[src/rtl/mips32_pkg.sv]
// Definitions shared across the mips32 core: instruction and memory widths
// and the state encoding of the host-side program loader.
package mips32_pkg;

    localparam int INSTR_W     = 32;
    localparam int IMEM_ADDR_W = 10;

    typedef enum logic [2:0] {
        IDLE,
        HDR_HI,
        HDR_LO,
        DATA,
        DONE
    } loader_state_t;

endpackage

[src/rtl/word_assembler.sv]
// Packs accepted stream bytes MSB-first into 32-bit instruction words and
// flags the byte that completes each word.
module word_assembler
    import mips32_pkg::*;
(
    input  logic               clk_x,
    input  logic               rst_n_x,
    input  logic               i_clear,
    input  logic               i_accept,
    input  logic [7:0]         i_byte,
    output logic [INSTR_W-1:0] o_word,
    output logic               o_word_done
);

    logic [1:0]  r_cnt;
    logic [23:0] r_shift;

    always_ff @(posedge clk_x or negedge rst_n_x) begin
        if (!rst_n_x) begin
            r_cnt   <= '0;
            r_shift <= '0;
        end else if (i_clear) begin
            r_cnt   <= '0;
        end else if (i_accept) begin
            r_cnt   <= r_cnt + 2'd1;
            r_shift <= {r_shift[15:0], i_byte};
        end
    end

    // The completing byte is merged combinationally so the word is ready in its accept cycle.
    assign o_word      = {r_shift, i_byte};
    assign o_word_done = i_accept && (r_cnt == 2'd3);

endmodule

[src/rtl/imem_loader.sv]
// Host-side program loader: parses a counted big-endian byte stream, writes the
// words into instruction memory and holds the core until the load completes.
module imem_loader
    import mips32_pkg::*;
#(
    parameter int ADDR_W    = IMEM_ADDR_W,
    parameter int DATA_W    = INSTR_W,
    parameter int LOAD_BASE = 0
) (
    input  logic              clk_x,
    input  logic              rst_n_x,
    input  logic              start,
    input  logic [7:0]        in_data,
    input  logic              in_valid,
    output logic              in_ready,
    output logic              im_we,
    output logic [ADDR_W-1:0] im_addr,
    output logic [DATA_W-1:0] im_wdata,
    output logic              cpu_run,
    output logic              busy,
    output logic              err_ovf,
    output logic [ADDR_W:0]   words_loaded
);

    localparam logic [ADDR_W:0] WL_MAX = {1'b1, {ADDR_W{1'b0}}};

    loader_state_t      r_state;
    loader_state_t      w_state_next;
    logic [15:0]        r_n;
    logic [15:0]        r_idx;
    logic               w_accept;
    logic               w_session_start;
    logic               w_word_done;
    logic               w_last_word;
    logic               w_in_range;
    logic               w_write;
    logic [31:0]        w_addr_full;
    logic [INSTR_W-1:0] w_word;

    assign w_accept        = in_valid && in_ready;
    assign w_session_start = (r_state == IDLE) && start;
    // Full-width address so words past the top of memory are detected, never wrapped.
    assign w_addr_full     = 32'(LOAD_BASE) + {16'd0, r_idx};
    assign w_in_range      = w_addr_full <= 32'((2 ** ADDR_W) - 1);
    assign w_last_word     = (r_idx == r_n - 16'd1);
    assign w_write         = w_word_done && w_in_range;

    word_assembler u_word_assembler (
        .clk_x       (clk_x),
        .rst_n_x     (rst_n_x),
        .i_clear     (w_session_start),
        .i_accept    (w_accept && (r_state == DATA)),
        .i_byte      (in_data),
        .o_word      (w_word),
        .o_word_done (w_word_done)
    );

    always_ff @(posedge clk_x or negedge rst_n_x) begin
        if (!rst_n_x) r_state <= IDLE;
        else          r_state <= w_state_next;
    end

    always_comb begin
        w_state_next = r_state;
        case (r_state)
            IDLE:    if (start) w_state_next = HDR_HI;
            HDR_HI:  if (w_accept) w_state_next = HDR_LO;
            HDR_LO:  if (w_accept) w_state_next = ({r_n[15:8], in_data} == 16'd0) ? DONE : DATA;
            DATA:    if (w_word_done && w_last_word) w_state_next = DONE;
            DONE:    w_state_next = IDLE;
            default: w_state_next = IDLE;
        endcase
    end

    always_ff @(posedge clk_x or negedge rst_n_x) begin
        if (!rst_n_x) begin
            in_ready     <= 1'b0;
            im_we        <= 1'b0;
            im_addr      <= '0;
            im_wdata     <= '0;
            cpu_run      <= 1'b0;
            busy         <= 1'b0;
            err_ovf      <= 1'b0;
            words_loaded <= '0;
            r_n          <= '0;
            r_idx        <= '0;
        end else begin
            in_ready <= (w_state_next == HDR_HI) || (w_state_next == HDR_LO) ||
                        (w_state_next == DATA);
            im_we    <= w_write;
            if (w_write) begin
                im_addr  <= w_addr_full[ADDR_W-1:0];
                im_wdata <= w_word;
            end
            if (w_session_start) begin
                cpu_run      <= 1'b0;
                busy         <= 1'b1;
                err_ovf      <= 1'b0;
                words_loaded <= '0;
                r_idx        <= '0;
            end
            if (r_state == DONE) begin
                busy    <= 1'b0;
                cpu_run <= 1'b1;
            end
            if (w_accept && (r_state == HDR_HI)) r_n[15:8] <= in_data;
            if (w_accept && (r_state == HDR_LO)) r_n[7:0]  <= in_data;
            if (w_word_done) begin
                r_idx <= r_idx + 16'd1;
                if (!w_in_range) err_ovf <= 1'b1;
            end
            if (w_write && (words_loaded != WL_MAX)) words_loaded <= words_loaded + 1'b1;
        end
    end

endmodule

[config.mk]
export PLATFORM = sky130hd
export DESIGN_NAME = imem_loader
export DESIGN_NICKNAME = d
export VERILOG_FILES = /design/src/rtl/mips32_pkg.sv /design/src/rtl/word_assembler.sv /design/src/rtl/imem_loader.sv
export SDC_FILE = /design/constraint.sdc
export NUM_CORES = 1
export LEC_CHECK = 0
export BUFFER_PORTS_ARGS = -buffer_cell sky130_fd_sc_hd__buf_2
export CAP_MARGIN = 20
export CORE_ASPECT_RATIO = 1.4
export CORE_MARGIN = 2
export CORE_UTILIZATION = 40
export CTS_CLUSTER_DIAMETER = 200
export DETAILED_ROUTE_END_ITERATION = 8
export PLACE_DENSITY = 0.68
export SYNTH_ARGS = -nofsm -noshare
export SYNTH_HDL_FRONTEND = slang
export SYNTH_SLANG_ARGS = --single-unit
[constraint.sdc]
create_clock -name clk_x -period 2.9 [get_ports clk_x]
set_input_delay 0.29 -clock clk_x [delete_from_list [all_inputs] [get_ports clk_x]]
set_output_delay 0.29 -clock clk_x [all_outputs]
set_load 0.1 [all_outputs]
==> summary.md, run 1 <==
| Metric | Value |
|---|---|
| Status | complete, but fails checks |
| Failing checks | negative hold slack |
| Ys Warns | 0 |
| Syn avg cell area | ~12 sq um |
| Die area | around 15000 sq um |
| Cell row count | 50 |
| Worst-Margin Slew | a little over 0.8 ns |
| Nets@finish | approximately 550 |
| Drt first pass iters | 4 |
| FF+latch count, synth | 119 |
| Die Height | between 100 and 150 microns |
| Hold buffer count at cts | 0 |
| Longest Clk Path Bufs | 2 |
| Tightest Hold Check Type | in2async |
| GRT Overall Usage | 0.175 |
| CP Capture Type | flip-flop |
| Rel. slew slack | 0.447 |
| Wire per inst | approximately 16 microns |
| Max FO, Critical Path | 7 |
| Most common cell after layout, fill and taps aside | dfrtp_1 |
| Most frequent cells in the layout | 119 x dfrtp_1, 80 x mux2_2, 68 x buf_2, 33 x nand2_1, 26 x o21ai_0 |
| ANT cells | 0 |
| Startpoint Class | flip-flop |
| Synth async-reset ratio | 1.00 |
| CP arrival | ~3.0 ns |
| Num ports | 70 |
| Final clock skew | between 0.007 and 0.008 ns |
| DR vias/cell | 5.33 |
| I/O Buffers | 69 |
| Post-CTS Setup Inserts | 0 |
| CTS tree | built |
| Syn nets | 474 |
| RSZ-0062 raised after global routing | no |
| DR vias | 3863 |
| Count of cell types in the netlist | 57 |
| Hold Fails Final Rpt | 19 |
| Slowest CP cell | or4_4 |
| Worst path required time | 3.18 ns |
| Area of the multi-input gates | approximately 2300 sq um |
| Initial Util | 0.408 |
| RR Endpoint | in_ready |
| Sequential share of the synthesized area | 0.545 |
| First-pass GRT wire length | just under 20000 microns |
| Vias in the first global route | ~4000 |
| Final Wtd Congestion | 0.945 |
| H-tree depth | 4 |
| Root Buffer | clkbuf_16 |
| EDFF count, synth | 0 |
| Crit-path cells | inv_1, ha_1, nor3b_1, and3_2, a31oi_1, or4_4, o32ai_2, a21oi_1 |
| Main synth FF type | dfrtp_1 |
| Largest net degree at the start of global routing | 63 |
| Clk_lat worst skew | slightly above 0.4 ns |
| Mapped Area | 5460 sq um |
| Largest stage delay on the critical path | between 0.5 and 0.6 ns |
| Synth Instances | between 400 and 500 |
| Setup TNS | 0 ns |
| R2R Path Start | r_n[0] |
| Post-route ant nets | 0 |
| Overflow after GRT | 0 |
| Hold Slack | -0.0225 ns |
| Layout cell share with drive strength beyond 1 | 0.372 |
| Reg2Reg Setup Slack | between 0.2 and 0.25 ns |
| Max-Cap Viols | 0 |
| Max-slew violations | 0 |
| Resize count post-CTS | 0 |
| DRT iter0 DRCs | just under 200 |
| Num Clock Sinks | between 100 and 150 |
| Die Wd | 103 microns |
| Initial antenna violation count | 0 |
| Placeable Area | 13400 sq um |
| Tmin final | approximately 2.7 ns |
| Final wirelength | 11900 microns |
| Final Util | 0.494 |
| Register Area | 2980 sq um |
| Setup-failing EPs final | 0 |
| Fill count | about 1200 |
| Kind of critical path | reg2reg |
| CTS clk-pin slew, worst paths | approximately 0.06 ns |
| Final worst-path cycle share | 0.928 |
| Inserted Clock Buffers | 17 |
| Reg2reg path depth | 8 |
| Final HPWL from detailed placement | 8330 microns |
| Fmax | 371 MHz |
| Area grow syn2layout | 21.0% |
| DRC | 0 |
[sequential cells by signal, summed over array words and instances (netlist names)]
register and cells:
im_wdata 32, u_word_assembler.r_shift 24, r_idx 16, r_n 16, words_loaded 11, im_addr 10, r_state 3, u_word_assembler.r_cnt 2
busy 1, cpu_run 1, err_ovf 1, im_we 1, in_ready 1
[through the flow]
stage | instance area, sq um | std cells | worst slack, ns
floorplan | 5460 | 457 | 0.341
global placement | 6000 | 693 | 0.378
detailed placement | 6000 | 693 | 0.282
CTS | 6610 | 725 | 0.265
global route | 6610 | 725 | 0.0526
finish | 6610 | 725 | 0.208
[logic make-up (layout without fill, tap and decap cells)]
| family | after synthesis | count (layout) | share of synthesized area |
|---|---|---|---|
| xor+xnor | 22 | 22 | 0.0353 |
| mux | 88 | 88 | 0.180 |
| fa+ha+maj | 5 | 5 | 0.0115 |
| buf+inv | 32 | 118 | 0.0273 |
| simple gates | 132 | 132 | 0.130 |
| flops | 119 | 119 | 0.545 |
| compound gates | 59 | 59 | 0.0715 |
[final cells by class]
| type | instances | area share |
|---|---|---|
| flip-flops and latches | 119 | 0.450 |
| multi-input cells | 306 | 0.353 |
| clock buffers | 17 | 0.0643 |
| repair buffers | 77 | 0.0636 |
| well taps | 182 | 0.0344 |
| clock inverters | 15 | 0.0289 |
| inverters | 9 | 0.00511 |
[worst max path at each step]
stage / from / to / slack (ns)
CTS: r_n[0] / in_ready / 0.27
global placement: r_n[0] / r_state[0] / 0.38
global route: r_n[0] / in_ready / 0.05
detailed placement: r_n[0] / in_ready / 0.28
finish: r_n[0] / in_ready / 0.21
floorplan: in_ready / words_loaded[5] / 0.34
[Yosys cell counts (3+ instances only)]
| master | count | share of area |
|---|---|---|
| nand4_1 | 10 | 0.011 |
| xnor2_1 | 13 | 0.021 |
| and4_1 | 3 | 0.0048 |
| o21ai_0 | 26 | 0.024 |
| nor2_1 | 17 | 0.012 |
| nor3b_1 | 3 | 0.0041 |
| mux2i_1 | 8 | 0.015 |
| a21oi_1 | 6 | 0.0055 |
| o31ai_1 | 6 | 0.0082 |
| and3_1 | 8 | 0.0092 |
| ha_1 | 5 | 0.011 |
| dfrtp_1 | 119 | 0.55 |
| nor4_1 | 7 | 0.0080 |
| buf_4 | 3 | 0.0041 |
| nand3_1 | 20 | 0.018 |
| clkbuf_1 | 17 | 0.012 |
| o211ai_1 | 3 | 0.0041 |
| mux2_2 | 80 | 0.16 |
| xor2_1 | 9 | 0.014 |
| nand2_1 | 33 | 0.023 |
| inv_1 | 9 | 0.0062 |
| nor3_1 | 10 | 0.0092 |
[critical path: cells and delay by family, from the launching register on]
family,cells,cell delay [ns]
simple gates,3,1.41
compound gates,3,0.44
buf+inv,1,0.11
fa+ha+maj,1,0.19
flops,1,0.42
[routing by layer]
layer	global-route usage	vias to the layer above	part of all wire
li1	-	1809	-
met5	0	-	0
met1	0.214	1938	0.43
met2	0.291	100	0.52
met3	0.0408	16	0.037
met4	0.0783	0	0.018
Power of run 1 is left out: the tool's default activity adds up to more than one toggle a clock period on the data nets, which glitch-free logic cannot reach.
==> run 2, diff against run 1 <==
--- a/config.mk
+++ b/config.mk
@@ -8,7 +8,6 @@
 export BUFFER_PORTS_ARGS = -buffer_cell sky130_fd_sc_hd__buf_2
 export CAP_MARGIN = 20
 export CORE_ASPECT_RATIO = 1.4
-export CORE_MARGIN = 2
 export CORE_UTILIZATION = 40
 export CTS_CLUSTER_DIAMETER = 200
 export DETAILED_ROUTE_END_ITERATION = 8
==> run 2 against run 1 <==
  * The run now ends clean
  * Cell area is 0.62% higher
  * Setup slack better by 0.016 ns
  * Via count fell by 1.3%
  * Clock skew about the same
  * Sequential share of layout area decreased by 0.28 points
  * Critical path depth stayed put
  * Final cell count rose by 0.14%
  * Maximum frequency is 0.60% higher
  * Clock-buffer cell count increased by 4
  * Critical endpoint unchanged
==> summary.md, run 2 (synthesis gave the netlist of run 1 again) <==
| Metric | Value |
|---|---|
| Status | completed |
| Final clock skew | 0.00760 ns (+0.000207 ns) |
| Tmin final | 2.68 ns (-0.0161 ns) |
| Most frequent cells in the layout | 119 x dfrtp_1, 80 x mux2_2, 68 x buf_2, 33 x nand2_1, 26 x o21ai_0 |
| Final Wtd Congestion | 0.825 (-13%) |
| Num Clock Sinks | 119 (unchanged) |
| Largest net degree at the start of global routing | 43 (-32%) |
| DR vias/cell | 5.25 (-1.5%) |
| Inserted Clock Buffers | 17 (unchanged) |
| Largest stage delay on the critical path | 0.57 ns (about the same) |
| Initial antenna violation count | 0 (unchanged) |
| Fmax | 374 MHz (+0.60%) |
| Setup crit start | r_n[0] |
| CTS tree | built |
| Top reg by flops | im_wdata |
| Root Buffer | clkbuf_16 |
| Placement Setup Slack | 0.267 ns (-0.0147 ns) |
| Crit-path cells | inv_1, ha_1, nor3b_1, and3_2, a31oi_1, or4_4, o32ai_2, a21oi_1 |
| Area of the multi-input gates | 2340 sq um (unchanged) |
| Final worst-path cycle share | 0.923 (-0.00554) |
| DRT iter0 DRCs | 152 (-23%) |
| H-tree depth | 4 (unchanged) |
| Layout cell share with drive strength beyond 1 | 0.368 (-0.00436) |
| Drt first pass iters | 4 (unchanged) |
| Clk_lat worst skew | 0.41 ns (about the same) |
| Longest Clk Path Bufs | 2 (unchanged) |
| Register Area | 2980 sq um (unchanged) |
| Max-Cap Viols | 0 (unchanged) |
| Critical Path Sink | in_ready |
| Max FO, Critical Path | 7 (unchanged) |
| First-pass GRT wire length | 19700 microns (+0.14%) |
| Max-slew violations | 0 (unchanged) |
| Setup TNS | 0 ns (unchanged) |
| CP Capture Type | flip-flop |
| Resize count post-CTS | 0 (unchanged) |
| Wire per inst | 16.5 microns (+0.47%) |
| Worst-Margin Slew | 0.627 ns (-0.203 ns) |
| R2R Path Start | r_n[0] |
| DR vias | 3811 (-1.3%) |
| Cell row count | 50 (unchanged) |
| GRT Overall Usage | 0.184 (+0.00890) |
| Die Height | 140 microns (-1.4%) |
| Slowest CP cell | or4_4 |
| Most common cell after layout, fill and taps aside | dfrtp_1 |
| Kind of critical path | reg2reg |
| ANT cells | 0 (unchanged) |
| Overflow after GRT | 0 (unchanged) |
| Reg2Reg Setup Slack | 0.22 ns (+0.02 ns) |
| Worst path required time | 3.18 ns (about the same) |
| PnR worst setup slack | 0.224 ns (+0.0161 ns) |
| Die Wd | 101 microns (-1.9%) |
| Fill count | 1199 (-2.8%) |
| Die area | 14100 sq um (-3.3%) |
| Num ports | 70 (unchanged) |
| DRC | 0 (unchanged) |
| RSZ-0062 raised after global routing | no |
| CTS clk-pin slew, worst paths | 0.06 ns (about the same) |
| Final HPWL from detailed placement | 8490 microns (+1.9%) |
| Final Util | 0.499 (+0.00542) |
| Final wirelength | 11900 microns (+0.61%) |
| Top Registers | im_wdata (32), u_word_assembler.r_shift (24) |
| Rel. slew slack | 0.581 (+0.134) |
| Area grow syn2layout | 21.8% |
| Initial Util | 0.410 (+0.00192) |
| Nets@finish | 549 (+0.37%) |
| Vias in the first global route | 3854 (-2.1%) |
| Reg2reg path depth | 8 (unchanged) |
| CP arrival | 2.96 ns (about the same) |
| Placeable Area | 13300 sq um (-0.47%) |
| Hold Fails Final Rpt | 0 (-19) |
| Startpoint Class | flip-flop |
| Tightest Hold Check Type | in2reg |
| Post-route ant nets | 0 (unchanged) |
| Max reg flops | 32 (unchanged) |
| Hold Crit Depth | 2 |
| I/O Buffers | 69 (unchanged) |
| Setup-failing EPs final | 0 (unchanged) |
| RR Endpoint | in_ready |
run 2: changes by cell type in the layout (fill, tap and decap cells not counted), sizes merged:
cell         change
buf              +1
clkinvlp         -2
bufinv           +2
clkbuf           +4
inv              -4
clkinv           -1
dlygate4sd3      +1
run 2: final cells by class:
type / instances / area share
repair buffers: 79 / 0.0639
well taps: 182 / 0.0342
multi-input cells: 306 / 0.351
flip-flops and latches: 119 / 0.448
inverters: 9 / 0.00508
clock inverters: 10 / 0.0290
clock buffers: 21 / 0.0692
run 2: worst min-delay path by stage:
stage / from / end
5_1_grt: in_data[5] / r_n[5]
2_1_floorplan: rst_n_x / busy
6_report: in_data[5] / u_word_assembler.r_shift[5]
3_3_place_gp: rst_n_x / im_addr[8]
4_1_cts: start / cpu_run
3_5_place_dp: rst_n_x / im_addr[8]
run 2: critical path: cells and delay by family, from the launching register on:
kind / cells / cell delay, ns
AOI/OAI and AO/OA: 3 / 0.46
adders and majority gates: 1 / 0.18
buffers and inverters: 1 / 0.10
DFF: 1 / 0.42
and+or+nand+nor: 3 / 1.38
run 2: through the flow:
stage	instances	instance area (sq um)	hold WS (ns)
5_1_grt	726	6650	0.205
4_1_cts	726	6650	0.191
3_3_place_gp	694	5990	0.273
2_1_floorplan	457	5460	-0.00559
3_5_place_dp	694	5990	0.283
6_report	726	6650	0.203
run 2: metal layers:
| metal | track usage | share of wire |
|---|---|---|
| met1 | 0.216 | 0.43 |
| met2 | 0.312 | 0.52 |
| met5 | 0 | 0 |
| met3 | 0.0454 | 0.028 |
| met4 | 0.0862 | 0.022 |
run 2: timing repair:
| item | CTS | global route |
|---|---|---|
| endpoints found under the hold margin | 33 | 0 |
| buffers inserted | 0 | 0 |
| hold buffers | 1 | 0 |
Power of run 2 is left out for the same reason.
==> run 3, diff against run 2 <==
==> constraint.sdc (replaced) <==
create_clock -name clk_x -period 2.7 [get_ports clk_x]
set_input_delay 0.27 -clock clk_x [delete_from_list [all_inputs] [get_ports clk_x]]
set_output_delay 0.27 -clock clk_x [all_outputs]
set_load 0.1 [all_outputs]
==> run 3 against run 2 <==
  * Global-route usage is essentially flat
  * Final cell count increased by 0.14%
  * Clock-buffer cell count is 4 lower
  * Routed wire length rose by 0.96%
  * Setup slack got worse by 0.038 ns
  * Register-to-register slack got worse by 0.04 ns
  * Non-clock buffer count rose by 1
  * Worst hold slack worse by 0.018 ns
  * Cell area shrank 0.39%
  * Sequential share of layout area grew 0.18 points
  * Via count grew 0.81%
  * Critical path depth shrank 1
  * Largest cell class unchanged
==> summary.md, run 3 (synthesis gave the netlist of run 1 again) <==
| Metric | Value |
|---|---|
| Startpoint Class | flip-flop |
| Top reg by flops | im_wdata |
| Inserted Clock Buffers | 17 (unchanged) |
| Layout cell share with drive strength beyond 1 | 0.374 (+0.00666) |
| Max-Cap Viols | 0 (unchanged) |
| Fin cells | 727 (+0.14%) |
| Post-CTS Setup Inserts | 0 (unchanged) |
| ANT cells | 0 (unchanged) |
| Worst-Margin Slew | 0.585 ns (-0.0417 ns) |
| Initial antenna violation count | 0 (unchanged) |
| Max reg flops | 32 (unchanged) |
| WL met2 | 6290 microns (+0.56%) |
| Top Registers | im_wdata (32), u_word_assembler.r_shift (24) |
| Die area | 14100 sq um (unchanged) |
| Setup-failing EPs final | 0 (unchanged) |
| Vias in the first global route | 3896 (+1.1%) |
| Kind of critical path | reg2reg |
| Drt first pass iters | 4 (unchanged) |
| Final wirelength | 12100 microns (+0.96%) |
| Met3 wire len | 417 microns (+23%) |
| Most common cell after layout, fill and taps aside | dfrtp_1 |
| Area grow syn2layout | 21.3% |
| Final worst-path cycle share | 0.931 (+0.00839) |
| Area of the multi-input gates | 2340 sq um (+0.21%) |
| First-pass GRT wire length | 19800 microns (+0.38%) |
| Wire per inst | 16.6 microns (+0.82%) |
| Final HPWL from detailed placement | 8450 microns (-0.45%) |
| CTS clk-pin slew, worst paths | 0.06 ns (about the same) |
| Post-route ant nets | 0 (unchanged) |
| Die Height | 140 microns (unchanged) |
| Final Util | 0.497 (-0.00197) |
| GRT Overall Usage | 0.183 (-0.000260) |
| DRT iter0 DRCs | 176 (+16%) |
| Register Area | 2980 sq um (unchanged) |
| CP arrival | 2.80 ns (-0.16 ns) |
| Initial Util | 0.410 (unchanged) |
| Max-slew violations | 0 (unchanged) |
| DR vias | 3842 (+0.81%) |
| Largest net degree at the start of global routing | 78 (+81%) |
| Final Wtd Congestion | 0.844 (+2.3%) |
| Longest Clk Path Bufs | 2 (unchanged) |
| Fmax | 398 MHz (+6.4%) |
| Placed Instances | 695 (+0.14%) |
| Nets@finish | 550 (+0.18%) |
| H-tree depth | 4 (unchanged) |
| Worst path required time | 2.99 ns (-0.19 ns) |
| Cell row count | 50 (unchanged) |
| Status | completed |
| Most frequent cells in the layout | 119 x dfrtp_1, 80 x mux2_2, 68 x buf_2, 33 x nand2_1, 26 x o21ai_0 |
| Tmin final | 2.51 ns (-0.162 ns) |
| Max FO, Critical Path | 6 (-1) |
| Die Wd | 101 microns (unchanged) |
| Fill count | 1182 (-1.4%) |
| Rel. slew slack | 0.606 (+0.0251) |
| Num Clock Sinks | 119 (unchanged) |
| Overflow after GRT | 0 (unchanged) |
| Hold Fails Final Rpt | 0 (unchanged) |
| PnR worst setup slack | 0.186 ns (-0.0381 ns) |
| Clk_lat worst skew | 0.41 ns (about the same) |
| Placement Setup Slack | 0.00881 ns (-0.258 ns) |
| CTS tree | built |
| M1 WL | 5110 microns (+0.53%) |
| Num ports | 70 (unchanged) |
| DRC | 0 (unchanged) |
| Final clock skew | 0.00649 ns (-0.00111 ns) |
| I/O Buffers | 69 (unchanged) |
| CP Capture Type | flip-flop |
| Root Buffer | clkbuf_16 |
| RSZ-0062 raised after global routing | no |
| Uppermost layer routed | met4 |
| Placeable Area | 13300 sq um (unchanged) |
| Setup TNS | 0 ns (unchanged) |
| Tightest Hold Check Type | in2reg |
| DR vias/cell | 5.28 (+0.67%) |
-- run 3: layer usage --
metal	track usage	vias to the layer above
li1	-	1805
met1	0.218	1933
met2	0.314	80
met3	0.0434	24
met4	0.0770	0
met5	0	-
-- run 3: path summary, 6_finish.rpt --
check                      startpoint                           end  slack [ns]  cells past startpoint
max                            r_n[0]                    r_state[0]        0.19                      7
min                             start                       cpu_run        0.19                      3
max reg2reg                    r_n[0]                    r_state[0]        0.19                      7
min reg2reg                im_addr[7]                    im_addr[7]        0.50                      1
max in group asynchronous     rst_n_x  u_word_assembler.r_shift[19]        1.48                      3
min in group asynchronous     rst_n_x                    im_addr[9]        0.39                      2
-- run 3: what timing repair did --
item | CTS | global route
endpoints found under the setup margin | 0 | 3
hold buffers | 1 | 0
resized for setup | 0 | 1
hold endpoints to repair | 42 | 0
-- run 3: worst max-delay path, stage by stage, from the launching register on --
cell and delay, ns:
dfrtp_1 0.39, buf_4 0.15, or4_1 0.64, nor2_2 0.15, a41oi_1 0.13, or4_4 0.56
o311ai_1 0.27, a21oi_1 0.11
-- run 3: per-stage QoR --
stage | cell area (sq um) | hold WS [ns]
CTS | 6620 | 0.171
global route | 6630 | 0.191
global placement | 6010 | 0.299
floorplan | 5460 | -0.0256
finish | 6630 | 0.185
detailed placement | 6010 | 0.311
-- run 3: layout make-up --
class                      instances  share of cell area
sequential                       119               0.449
clock buffer                      17              0.0642
clock inverter                    14              0.0266
inverter                           9             0.00510
multi-input combinational        306               0.353
tap                              182              0.0344
timing repair buffer              80              0.0672
Power of run 3 is left out for the same reason.
